`src/rtl/pinkball_pkg.sv`:
```
// Shared types and constants for the pink ball sprite path.
// Optional animation build: define PINKBALL_ANIM_EN.
package pinkball_pkg;

  typedef logic [9:0] coord_t;

  localparam int         DEF_SPR_W      = 16;
  localparam int         DEF_SPR_H      = 16;
  localparam logic [7:0] DEF_TRANSP_IDX = 8'h00;
  localparam int         H_ACTIVE       = 640;
  localparam int         V_ACTIVE       = 480;

  function automatic int cw(input int n);
    return (n > 1) ? $clog2(n) : 1;
  endfunction

endpackage

```
`src/rtl/pinkball_anim_ctr.sv`:
```
// Animation divider and frame counter, stepped by frame_start.
// Only instantiated when PINKBALL_ANIM_EN is defined.
module pinkball_anim_ctr
  import pinkball_pkg::*;
#(
  parameter int ANIM_FRAMES = 4,
  parameter int ANIM_DIV    = 8
)(
  input  logic                       Clk,
  input  logic                       Reset,
  input  logic                       frame_start,
  output logic [cw(ANIM_FRAMES)-1:0] frame
);

  localparam int FRM_W = cw(ANIM_FRAMES);
  localparam int DIV_W = cw(ANIM_DIV);

  localparam logic [DIV_W-1:0] DIV_LAST = DIV_W'(ANIM_DIV - 1);
  localparam logic [FRM_W-1:0] FRM_LAST = FRM_W'(ANIM_FRAMES - 1);

  logic [DIV_W-1:0] div;

  always_ff @(posedge Clk) begin
    if (Reset) begin
      div   <= '0;
      frame <= '0;
    end else if (frame_start) begin
      if (div == DIV_LAST) begin
        div   <= '0;
        frame <= (frame == FRM_LAST) ? '0 : frame + 1'b1;
      end else begin
        div <= div + 1'b1;
      end
    end
  end

endmodule

```
`src/rtl/pinkball_sprite_fetch.sv`:
```
// Pink ball sprite fetch: box test, ROM address, 3-cycle index pipe.
// Optional animation build: define PINKBALL_ANIM_EN.
module pinkball_sprite_fetch
  import pinkball_pkg::*;
#(
  parameter int         SPR_W       = DEF_SPR_W,
  parameter int         SPR_H       = DEF_SPR_H,
  parameter int         ADDR_W      = 10,
  parameter logic [7:0] TRANSP_IDX  = DEF_TRANSP_IDX,
  parameter int         ANIM_FRAMES = 4,
  parameter int         ANIM_DIV    = 8
)(
  input  logic              Clk,
  input  logic              Reset,
  input  logic              frame_start,
  input  logic [9:0]        ball_x,
  input  logic [9:0]        ball_y,
  input  logic [9:0]        draw_x,
  input  logic [9:0]        draw_y,
  input  logic              draw_valid,
  output logic [ADDR_W-1:0] rom_addr,
  input  logic [7:0]        rom_data,
  output logic [7:0]        pix_index,
  output logic              pix_hit,
  output logic              pix_valid
);

  localparam int XS    = $clog2(SPR_W);
  localparam int FRM_W = cw(ANIM_FRAMES);
  localparam int FRM_SZ = SPR_W * SPR_H;

  localparam logic [10:0] SW = 11'(SPR_W);
  localparam logic [10:0] SH = 11'(SPR_H);

  coord_t px;
  coord_t py;

  logic [FRM_W-1:0]  frame;
  logic [10:0]       x11, y11, px11, py11;
  logic [10:0]       dx, dy;
  logic              in_box;
  logic [ADDR_W-1:0] addr_nx;

  logic s1_valid, s1_in;
  logic s2_valid, s2_in;

`ifdef PINKBALL_ANIM_EN
  pinkball_anim_ctr #(
    .ANIM_FRAMES(ANIM_FRAMES),
    .ANIM_DIV   (ANIM_DIV)
  ) u_anim (
    .Clk        (Clk),
    .Reset      (Reset),
    .frame_start(frame_start),
    .frame      (frame)
  );
`else
  logic unused_anim_div;
  assign unused_anim_div = ^ANIM_DIV;
  assign frame = '0;
`endif

  // 11-bit compares keep px+SPR_W past 1023 from wrapping
  always_comb begin
    x11  = {1'b0, draw_x};
    y11  = {1'b0, draw_y};
    px11 = {1'b0, px};
    py11 = {1'b0, py};
    dx   = x11 - px11;
    dy   = y11 - py11;
    in_box = draw_valid
           && (x11 >= px11) && (x11 < px11 + SW)
           && (y11 >= py11) && (y11 < py11 + SH);
    addr_nx = ADDR_W'(32'(frame) * FRM_SZ)
            + ADDR_W'(32'(dy) << XS)
            + ADDR_W'(dx);
  end

  always_ff @(posedge Clk) begin
    if (Reset) begin
      px        <= '0;
      py        <= '0;
      rom_addr  <= '0;
      s1_valid  <= 1'b0;
      s1_in     <= 1'b0;
      s2_valid  <= 1'b0;
      s2_in     <= 1'b0;
      pix_valid <= 1'b0;
      pix_index <= '0;
      pix_hit   <= 1'b0;
    end else begin
      if (frame_start) begin
        px <= ball_x;
        py <= ball_y;
      end
      s1_valid <= draw_valid;
      s1_in    <= in_box;
      if (in_box) rom_addr <= addr_nx;
      s2_valid  <= s1_valid;
      s2_in     <= s1_in;
      pix_valid <= s2_valid;
      pix_index <= s2_in ? rom_data : TRANSP_IDX;
      pix_hit   <= s2_in && (rom_data != TRANSP_IDX);
    end
  end

endmodule

```
`config.mk`:
```
export PLATFORM = sky130hd
export DESIGN_NAME = pinkball_sprite_fetch
export DESIGN_NICKNAME = d
export VERILOG_FILES = /design/src/rtl/pinkball_pkg.sv /design/src/rtl/pinkball_anim_ctr.sv /design/src/rtl/pinkball_sprite_fetch.sv
export SDC_FILE = /design/constraint.sdc
export NUM_CORES = 1
export LEC_CHECK = 0
export CORE_ASPECT_RATIO = 1.75
export CORE_UTILIZATION = 50
export DETAILED_ROUTE_END_ITERATION = 16
export PLACE_DENSITY = 0.77
export SLEW_MARGIN = 20
export SYNTH_ARGS = -nofsm -noshare
export SYNTH_HDL_FRONTEND = slang
export SYNTH_SLANG_ARGS = --single-unit
```
`constraint.sdc`:
```
create_clock -name Clk -period 5.9 [get_ports Clk]
set_clock_uncertainty 0.1 [all_clocks]
set_input_delay 1.18 -clock Clk [delete_from_list [all_inputs] [get_ports Clk]]
set_output_delay 1.18 -clock Clk [all_outputs]
set_load 0.02 [all_outputs]
```
# Word-level counts from Yosys, hierarchy flattened
# Index checks and enable logic that the tools add are counted.
[classes]
n_addsub = 5
n_reduce_logical = 7
magnitude_cmp = 4
bitwise = 1
[op_table]
columns = ["operator", "count"]
rows = [
  ["$add 10x5->11 const B", 2],
  ["$lt 10x11->1", 2],
  ["$ge 10x10->1", 2],
  ["$add 10x10->10", 1],
  ["$sub 10x10->10", 1],
  ["$reduce_bool 8->1", 1],
  ["$sub 6x6->6", 1],
  ["$logic_and 1x1->1", 5],
  ["$reduce_or 2->1", 1],
  ["$not 1->1", 1],
]
[word_totals]
wordCells = 27
output_inout_bits = 20
in_bits = 52
regBits = 44

# Longest topological paths before layout
# Gate-level depths: netlist of run 1.
[depth]
depth_word = 5
mapped_depth = 15
mapped_depth_nobuf = 15

# Worst setup path after synthesis of run 1
# OpenSTA, ideal clock, no wires.
[synth_timing]
kind = "input-to-reg"
from = "input draw_y[0]"
to = "register rom_addr[8]"
slack_ns = 2.075
path_buffers = 0
required_time_ns = 5.730
stages = 12
arrival_time_ns = 3.654
setup_ns = 0.070
cell_sequence = "inv_1 -> ha_1 -> fa_1 -> fa_1 -> inv_1 -> ha_1 -> nand2_1 -> o311ai_0 -> o41ai_1 -> xnor2_1 -> nand4_1 -> a21oi_1"
[synth_via]
elab_chain_len = 3
word_cells_on_any_way = 6
cone_classes = "add/sub (2); order compare (2); reduce/logical (2)"
[synth_lines]
columns = ["element", "line", "source"]
rows = [
  ["from (decl)", "pinkball_sprite_fetch.sv:19", "input logic [9:0] draw_y,"],
  ["branches (longest 3 deep; another with $add 10x10->10)", "-", ""],
  ["to (signal assigned)", "pinkball_sprite_fetch.sv:98", "if (in_box) rom_addr <= addr_nx;"],
  ["to (decl)", "pinkball_sprite_fetch.sv:21", "output logic [ADDR_W-1:0] rom_addr,"],
]
# Several ways; the timed one is not identified.
# A chain may end at the register's enable or synchronous reset.

# Worst setup path in the final report of run 1
# Same ends and word-level chain as after synthesis.

==> results by group, run 1 <==
STA
  • Tcrit/Tclk final: 72.4%
  • Min Tclk post-route: 4270 ps
  • Endpoints failing setup: 0
  • Smallest hold slack: 342 ps
  • Fin. Hold Viols: 0
  • Setup TNS: 0 ps
  • Worst slew margin: 56.7%
  • Fin. max-slew vios: 0
  • RSZ-0062 raised after global routing: no
  • Worst-Margin Slew: 646 ps
  • Fmax: 234 MHz

Cells and area
  • Most frequent cells in the layout: clkdlybuf4s50_1, inv_1, dfxtp_1
  • Nets: 514
  • Multi-input logic area: 2010 um2
  • Fillers: 520
  • Sequential cell area: 881 um2
  • Commonest non-fill, non-tap cell in the layout: clkdlybuf4s50_1
  • Syn-to-layout area delta: 29.5%
  • Share of cells above drive strength 1: 4.38%
  • Antenna Cells: 0

Detailed routing
  • Iter 0 DRT Violations: 95
  • Final WL: 6.99 mm
  • Antenna-violating nets left: 0
  • Remaining DRCs: 0
  • Via count: 2600
  • Vias per inst: 5.32
  • Avg WL per Cell: 14.3 um
  • First-pass iteration count of the detailed router: 4

GRT
  • First-pass GRT wire length: 11.2 mm
  • Largest net degree at the start of global routing: 39
  • Gr ovfl total: 0
  • Vias in the first global route: 2594
  • Overall Global Routing Usage: 23.1%
  • Initial antenna violation count: 0

Yosys
  • Syn Inst Count: 336
  • Yosys reg bits: 44
  • Post-synth EDFFs: 0
  • Main combinational cell family by area after synthesis: adder cells
  • Synth Area in Adders: 23.5%
  • Syn avg cell area: 9.19 um2
  • Post-synth ARST share: 0%
  • XOR/XNOR Fraction of Synth Area: 5.39%
  • Predominant post-synthesis flop cell: dfxtp_1
  • Multiplexer share of the synthesized area: 7.29%
  • Library cells used by synthesis: 47
  • Syn Nets: 440
  • Register area share after synthesis: 28.5%
  • Synth Area in Simple Gates: 13.5%
  • Synth Area in Compound Gates: 15.4%
  • Yosys warnings: 0
  • Synth Cell Area: 3090 um2

Critical path
  • Crit. End Element: register
  • Required time of the critical path: 6030 ps
  • Setup crit start kind: input pin
  • Critical path type: input pin to register
  • Worst-path fanout max: 5
  • WP data arrival: 4400 ps

CTS
  • TritonCTS clock tree: done
  • Hold-fix buffers at CTS: 0
  • H-tree depth: 2
  • Clock buffer depth: 2
  • Setup Fix Bufs, Post-CTS: 0
  • Cts bufs inserted: 5
  • Clock slew at reported path FFs: 80 ps
  • Clk sinks: 44
  • Clk_lat worst skew: 300 ps
  • Clock root buffer: clkbuf_8
  • CTS resizes: 0

Outcome
  • Status: complete, no violations

Floorplanning
  • Initial core utilization: 52.1%
  • Chip height: 106 um
  • Die span in x: 61.4 um
  • Rows: 37
  • Die area: 6510 um2
  • Ports: 72
  • Core area: 5930 um2

Power and ir drop
  • Maximum VDD drop: 0.164 mV
  • Power Dens Cells: 216 nW/um2
  • Overall power: 864 uW
  • P_leak: 0.00170 uW

Placement
  • Final HPWL DP: 5.76 mm
  • PortBufs: 71
  • Routability cong.: 0.900

Run
  • Max_cap viols: 0

Hold path
  • Worst Hold Class: register to register
[cell usage after synthesis, types with 7 or more instances]
cell	number	area share, %
inv_1	46	5.6
dfxtp_1	44	29
ha_1	42	17
nor2_1	32	3.9
mux2i_1	21	6.8
xnor2_1	15	4.3
a21oi_1	13	2.1
fa_1	10	6.5
a211oi_1	8	1.9
and2_1	8	1.6
nand2_1	8	0.97
nor2b_1	7	1.4
[registers in the layout, summed over array words and instances, names as in the netlist]
register	count
pix_hit	1
pix_index	8
pix_valid	1
px	10
py	10
rom_addr	10
s1_in	1
s1_valid	1
s2_in	1
s2_valid	1
[where the power goes]
group	total, uW	switching (uW)	internal (uW)	leakage (uW)
Combinational	315	162	152	0.00129
Sequential	321	11.1	309	0.000359
Clock	229	104	125	0.0000541
Total	864	277	587	0.00170
[stage by stage]
stage	std cells	utilization (%)	instance area, um2	worst slack (ps)
floorplan	336	-	3090	2080
global placement	481	65.6	3890	1430
detailed placement	481	65.6	3890	1320
CTS	489	67.5	4000	1650
global route	489	67.5	4000	1500
finish	489	67.5	4000	1630
[metal layers]
layer  wire length [um]  up-vias  GRT usage (%)  part of all wire (%)
met5                  0        -              0                     0
met4                225        0           11.0                   3.2
met3                235       18           3.89                   3.4
met2               3960       67           43.6                    57
met1               2570     1204           22.6                    37
li1                   -     1311              -                     -
[cell families (layout without fill, tap and decap cells)]
group	count (synthesis)	in the layout
flip-flops	44	44
AND/OR/NAND/NOR	82	82
XOR/XNOR	19	19
multiplexers	22	22
adder cells (fa/ha/maj)	52	52
buffers and inverters	52	127
AO/OA/AOI/OAI	65	65
[worst paths after layout]
check                                from  slack (ps)           to  cells after the start
worst max-delay path            draw_y[0]        1630  rom_addr[8]                     13
worst min-delay path             s1_valid         340     s2_valid                      1
worst max register to register      py[0]        2680  rom_addr[8]                     11
worst min register to register   s1_valid         340     s2_valid                      1
[worst max-delay path, stage by stage]
cell and delay (ps):
clkdlybuf4s50_1 450, inv_1 40, ha_1 210, fa_1 450, fa_1 510, inv_1 50
ha_1 360, nand2_1 80, o311ai_0 500, o41ai_1 140, xnor2_1 160, nand4_1 110
a21oi_1 160
[final cells by class]
| type | count | area share (%) |
|---|---|---|
| multi-input cells | 240 | 50.3 |
| flip-flops and latches | 44 | 22.0 |
| clock buffers | 5 | 1.72 |
| clock inverters | 3 | 1.06 |
| well taps | 78 | 2.44 |
| repair buffers | 73 | 18.1 |
| inverters | 46 | 4.32 |
No activity file was read; power rests on OpenSTA's default activity.
==> run 2, diff against run 1 <==
--- a/config.mk
+++ b/config.mk
@@ -6,9 +6,9 @@
 export NUM_CORES = 1
 export LEC_CHECK = 0
 export CORE_ASPECT_RATIO = 1.75
-export CORE_UTILIZATION = 50
+export CORE_UTILIZATION = 46
 export DETAILED_ROUTE_END_ITERATION = 16
-export PLACE_DENSITY = 0.77
+export PLACE_DENSITY = 0.74
 export SLEW_MARGIN = 20
 export SYNTH_ARGS = -nofsm -noshare
 export SYNTH_HDL_FRONTEND = slang
==> constraint.sdc (replaced) <==
create_clock -name Clk -period 3.9 [get_ports Clk]
set_clock_uncertainty 0.1 [all_clocks]
set_input_delay 0.78 -clock Clk [delete_from_list [all_inputs] [get_ports Clk]]
set_output_delay 0.78 -clock Clk [all_outputs]
set_load 0.02 [all_outputs]
==> run 2 against run 1 <==
  * Clock-buffer cell count increased by 1
  * Core utilization down 3.7 points
  * Die area is 8.5% higher
  * Clock power up 110%
  * Total power rose by 71%
  * Critical path depth up 1
  * Non-clock buffer count up 8
  * Critical endpoint is now rom_addr[9]
  * Largest power group is now combinational logic
==> results by group, run 2 (same netlist as run 1, synthesis figures left out) <==
Run
  • Max_cap viols: 0

Critical path
  • CP peak stage delay: 480 ps
  • Critical path cell sequence: clkdlybuf4s50_1 -> inv_1 -> ha_1 -> fa_1 -> nand2b_1 -> a21oi_1 -> xnor2_1 -> fa_1 -> inv_1 -> ha_1 -> or3_1 -> o211ai_1 -> xnor2_1 -> a211oi_1
  • Crit. End Element: register
  • Required time of the critical path: 4000 ps
  • Setup crit start kind: input pin
  • Reg2Reg Depth: 12
  • Worst path depth: 14
  • CP max stage cell: fa_1
  • Worst-path fanout max: 3
  • CP bufs+invs: 3
  • WP data arrival: 3810 ps
  • Critical path type: input pin to register
  • Kind of cell adding the most delay to the critical path: adder cells

Floorplanning
  • Die area: 7060 um2
  • Initial core utilization: 47.6%
  • Chip height: 110 um
  • Ports: 72
  • Rows: 39
  • Core area: 6490 um2
  • Die span in x: 63.9 um

Power and ir drop
  • Maximum VDD drop: 0.239 mV
  • P_leak: 0.00177 uW
  • Sw frac: 30.1%
  • Comb pwr share: 35.3%
  • Cell-internal power: 1040 uW
  • Clock power share: 31.9%
  • NetSw: 446 uW
  • Part of the power in registers: 32.8%
  • Power Dens Cells: 358 nW/um2

STA
  • Fmax: 269 MHz
  • Tcrit/Tclk final: 95.1%
  • Fin. max-slew vios: 0
  • Smallest hold slack: 347 ps
  • Min Tclk post-route: 3710 ps
  • Fin. Hold Viols: 0
  • RSZ-0062 raised after global routing: no
  • Worst slew margin: 59.1%
  • Endpoints failing setup: 0
  • Worst-Margin Slew: 611 ps
  • Final WS setup: 189 ps

Placement
  • Final HPWL DP: 5.86 mm
  • Placed Instance Area: 3950 um2
  • Worst slack, placed: -229 ps
  • PortBufs: 71
  • Routability cong.: 0.920

Cells and area
  • Most frequent cells in the layout: clkdlybuf4s50_1, inv_1, dfxtp_1
  • Commonest non-fill, non-tap cell in the layout: clkdlybuf4s50_1
  • Final Cell Area: 4140 um2
  • Share of cells above drive strength 1: 6.44%
  • Fillers: 549
  • Sequential cell area: 881 um2
  • Syn-to-layout area delta: 34.0%
  • Nets: 522
  • Antenna Cells: 0
  • Multi-input logic area: 2030 um2
  • Biggest regs: px: 10 flops, py: 10 flops, rom_addr: 10 flops

GRT
  • Largest net degree at the start of global routing: 30
  • Vias in the first global route: 2582
  • First-pass GRT wire length: 11.6 mm
  • Initial antenna violation count: 0
  • Overall Global Routing Usage: 21.8%
  • Gr ovfl total: 0

Detailed routing
  • Antenna-violating nets left: 0
  • Via count: 2672
  • Avg WL per Cell: 14.3 um
  • Final WL: 7.16 mm
  • First-pass iteration count of the detailed router: 4
  • Remaining DRCs: 0
  • Vias per inst: 5.33
  • Iter 0 DRT Violations: 93

CTS
  • H-tree depth: 2
  • Hold-fix buffers at CTS: 0
  • Clock buffer depth: 2
  • Cts bufs inserted: 5
  • CTS resizes: 0
  • Clock slew at reported path FFs: 60 ps
  • Clock root buffer: clkbuf_16
  • Clk_lat worst skew: 290 ps
  • TritonCTS clock tree: done
  • Clk sinks: 44
  • Setup Fix Bufs, Post-CTS: 0

Hold path
  • Worst hold stages: 1
  • Worst Hold Class: register to register

Outcome
  • Status: complete, no violations
## run 2: cell type report
type | instances | share of cell area, %
Clock inverter | 2 | 0.847
Sequential cell | 44 | 21.3
Tap cell | 82 | 2.48
Inverter | 46 | 4.17
Timing Repair Buffer | 81 | 19.0
Multi-Input combinational cell | 240 | 49.1
Clock buffer | 6 | 3.11
## run 2: worst paths after layout
check	from	endpoint	slack [ps]
setup / recovery	draw_y[0]	rom_addr[9]	190
hold / removal	s1_in	s2_in	350
setup reg to reg	py[1]	rom_addr[9]	760
hold reg to reg	s1_in	s2_in	350
## run 2: worst register-to-register path, stage by stage (launching register included)
cell and delay, ps:
dfxtp_1 380, inv_1 60, ha_1 290, nor2b_1 170, o31ai_1 290, nand2_1 140
fa_1 500, inv_1 40, ha_1 290, or3_1 360, o211ai_1 110, xnor2_1 110
a211oi_1 210
## run 2: metal layers
layer / wire [um] / share of wire, % / up-vias / track usage [%]
met4: 238 / 3.3 / 0 / 12.3
met5: 0 / 0 / - / 0
met1: 2580 / 36 / 1270 / 20.3
li1: - / - / 1330 / -
met3: 210 / 2.9 / 14 / 3.60
met2: 4130 / 58 / 58 / 43.7
## run 2: through the flow
step | TNS [ps] | utilization (%) | total power [uW] | cells
global placement | -216 | 60.9 | 985 | 493
CTS | 0 | 63.4 | 1480 | 501
finish | 0 | 63.8 | 1480 | 501
floorplan | 0 | - | 820 | 336
detailed placement | -365 | 60.9 | 1000 | 493
global route | 0 | 63.8 | 1570 | 501
## run 2: power by group through the flow
| stage | logic [uW] | clock network (uW) | registers, uW |
|---|---|---|---|
| after floorplan | 322 | 0 | 498 |
| final | 523 | 472 | 486 |
| after global routing | 581 | 500 | 488 |
| after detailed placement | 504 | 0 | 496 |
| after global placement | 490 | 0 | 495 |
| after CTS | 507 | 483 | 486 |
==> run 3, diff against run 2 <==
--- a/config.mk
+++ b/config.mk
@@ -6,10 +6,11 @@
 export NUM_CORES = 1
 export LEC_CHECK = 0
 export CORE_ASPECT_RATIO = 1.75
-export CORE_UTILIZATION = 46
+export CORE_UTILIZATION = 50
 export DETAILED_ROUTE_END_ITERATION = 16
-export PLACE_DENSITY = 0.74
-export SLEW_MARGIN = 20
+export DONT_BUFFER_PORTS = 1
+export PLACE_DENSITY = 0.71
+export SLEW_MARGIN = 30
 export SYNTH_ARGS = -nofsm -noshare
 export SYNTH_HDL_FRONTEND = slang
 export SYNTH_SLANG_ARGS = --single-unit
==> run 3 against run 2 <==
  * First-iteration DRC count up 15%
  * Clock-buffer cell count unchanged
  * Register-to-register slack lost 50 ps
  * Sequential power is 1% higher
  * Non-clock buffer count shrank 81
  * Total power decreased by 18%
  * Flip-flop and latch count did not move
  * Largest cell class unchanged
  * Critical path type unchanged
  * Clock power decreased by 28%
  * Combinational power decreased by 26%
  * Maximum frequency increased by 9.1%
  * Cell count is 17% lower
  * Core utilization shrank 8.6 points
==> results by group, run 3 (same netlist as run 1, synthesis figures left out) <==
Outcome
  • Status: complete, no violations

CTS
  • Clock slew at reported path FFs: 80 ps
  • TritonCTS clock tree: done
  • CTS resizes: 0
  • Setup Fix Bufs, Post-CTS: 0
  • Cts bufs inserted: 5
  • Clk sinks: 44
  • H-tree depth: 2
  • Clock root buffer: clkbuf_8
  • Clock buffer depth: 2
  • Hold-fix buffers at CTS: 0
  • Clk_lat worst skew: 310 ps

Detailed routing
  • First-pass iteration count of the detailed router: 4
  • Remaining DRCs: 0
  • Avg WL per Cell: 15.4 um
  • Via count: 2301
  • Vias per inst: 5.53
  • Iter 0 DRT Violations: 107
  • Final WL: 6.42 mm
  • Antenna-violating nets left: 0

GRT
  • Overall Global Routing Usage: 21.6%
  • Initial antenna violation count: 0
  • Met3 GRT Util: 4.62%
  • GR peak layer: met2
  • Vias in the first global route: 2307
  • Largest net degree at the start of global routing: 39
  • Gr ovfl total: 0
  • Met1 Resource Use GR: 20.2%
  • First-pass GRT wire length: 10.4 mm
  • Global-route met2 utilization: 41.3%

Placement
  • Final HPWL DP: 5.35 mm
  • Worst slack, placed: 217 ps
  • Routability cong.: 0.954
  • PortBufs: 0

STA
  • Fin. Hold Viols: 0
  • Setup TNS: 0 ps
  • Final WS setup: 498 ps
  • Fmax: 294 MHz
  • Tcrit/Tclk final: 87.2%
  • Endpoints failing setup: 0
  • Worst slew margin: 59.0%
  • Min Tclk post-route: 3400 ps
  • Fin. max-slew vios: 0
  • RSZ-0062 raised after global routing: no
  • Worst-Margin Slew: 612 ps

Critical path
  • CP Launch Point: draw_y[0]
  • Critical path type: input pin to register
  • Worst-path fanout max: 5
  • WP data arrival: 3540 ps
  • Crit. End Element: register
  • Required time of the critical path: 4040 ps
  • Reg2reg start: py[0]
  • Setup crit start kind: input pin

Power and ir drop
  • Maximum VDD drop: 0.208 mV
  • P_leak: 0.00143 uW
  • Overall power: 1220 uW
  • Power Dens Cells: 373 nW/um2

Run
  • Max_cap viols: 0

Hold path
  • HP Start: s2_valid
  • Worst Hold Class: register to register

Cells and area
  • Antenna Cells: 0
  • Biggest regs: px: 10 flops, py: 10 flops, rom_addr: 10 flops
  • Final Core Density: 55.2%
  • Most frequent cells in the layout: inv_1, dfxtp_1, ha_1
  • Nets: 441
  • Share of cells above drive strength 1: 4.44%
  • Syn-to-layout area delta: 5.92%
  • Commonest non-fill, non-tap cell in the layout: inv_1

Floorplanning
  • Rows: 37
  • Initial core utilization: 52.1%
  • Chip height: 106 um
  • Die span in x: 61.4 um
  • Die area: 6510 um2
  • Ports: 72
  • Core area: 5930 um2
-- run 3: cell count changes in the layout (fill, tap and decap cells not counted) --
cell             before  now
clkdlybuf4s50_1      71    0
clkbuf_8              0    5
o311ai_0              0    1
o41ai_2               1    0
buf_4                10    0
o311ai_1              2    1
clkbuf_16             5    0
ha_1                 41   42
ha_4                  1    0
o41ai_1               0    1
-- run 3: where the power goes --
part / internal [uW] / switching, uW / total (uW) / leakage (uW)
sequential: 468 / 24.5 / 493 / 0.000359
combinational: 177 / 208 / 385 / 0.00101
clock: 190 / 152 / 342 / 0.0000552
total: 835 / 385 / 1220 / 0.00143
-- run 3: stage by stage --
stage	cell area, um2	hold slack, ps	cells
6_report	3270	341	416
3_3_place_gp	3160	323	408
5_1_grt	3270	356	416
4_1_cts	3270	344	416
2_1_floorplan	3090	314	336
3_5_place_dp	3160	326	408
-- run 3: final timing paths --
check                     end  slack [ps]  cells past startpoint
setup reg to reg  rom_addr[8]         710                     11
setup / recovery  rom_addr[8]         500                     12
hold / removal      pix_valid         340                      1
hold reg to reg     pix_valid         340                      1
-- run 3: cell type report --
| class | count | area, um2 |
|---|---|---|
| Clock inverter | 2 | 35.0 |
| Inverter | 46 | 173 |
| Multi-Input combinational cell | 240 | 2010 |
| Sequential cell | 44 | 881 |
| Fill cell | 586 | 2660 |
| Clock buffer | 6 | 72.6 |
| Tap cell | 78 | 97.6 |
-- run 3: critical path: stages --
cell,delay (ps)
inv_1,30
ha_1,220
fa_1,450
fa_1,520
inv_1,50
ha_1,360
nand2_1,60
o311ai_0,490
o41ai_1,150
xnor2_1,160
nand4_1,110
a21oi_1,150
-- run 3: routing by layer --
| layer | wire, um | vias to the layer above |
|---|---|---|
| met3 | 323 | 9 |
| met5 | 0 | - |
| met1 | 2300 | 1069 |
| met4 | 176 | 0 |
| met2 | 3630 | 58 |
| li1 | - | 1165 |
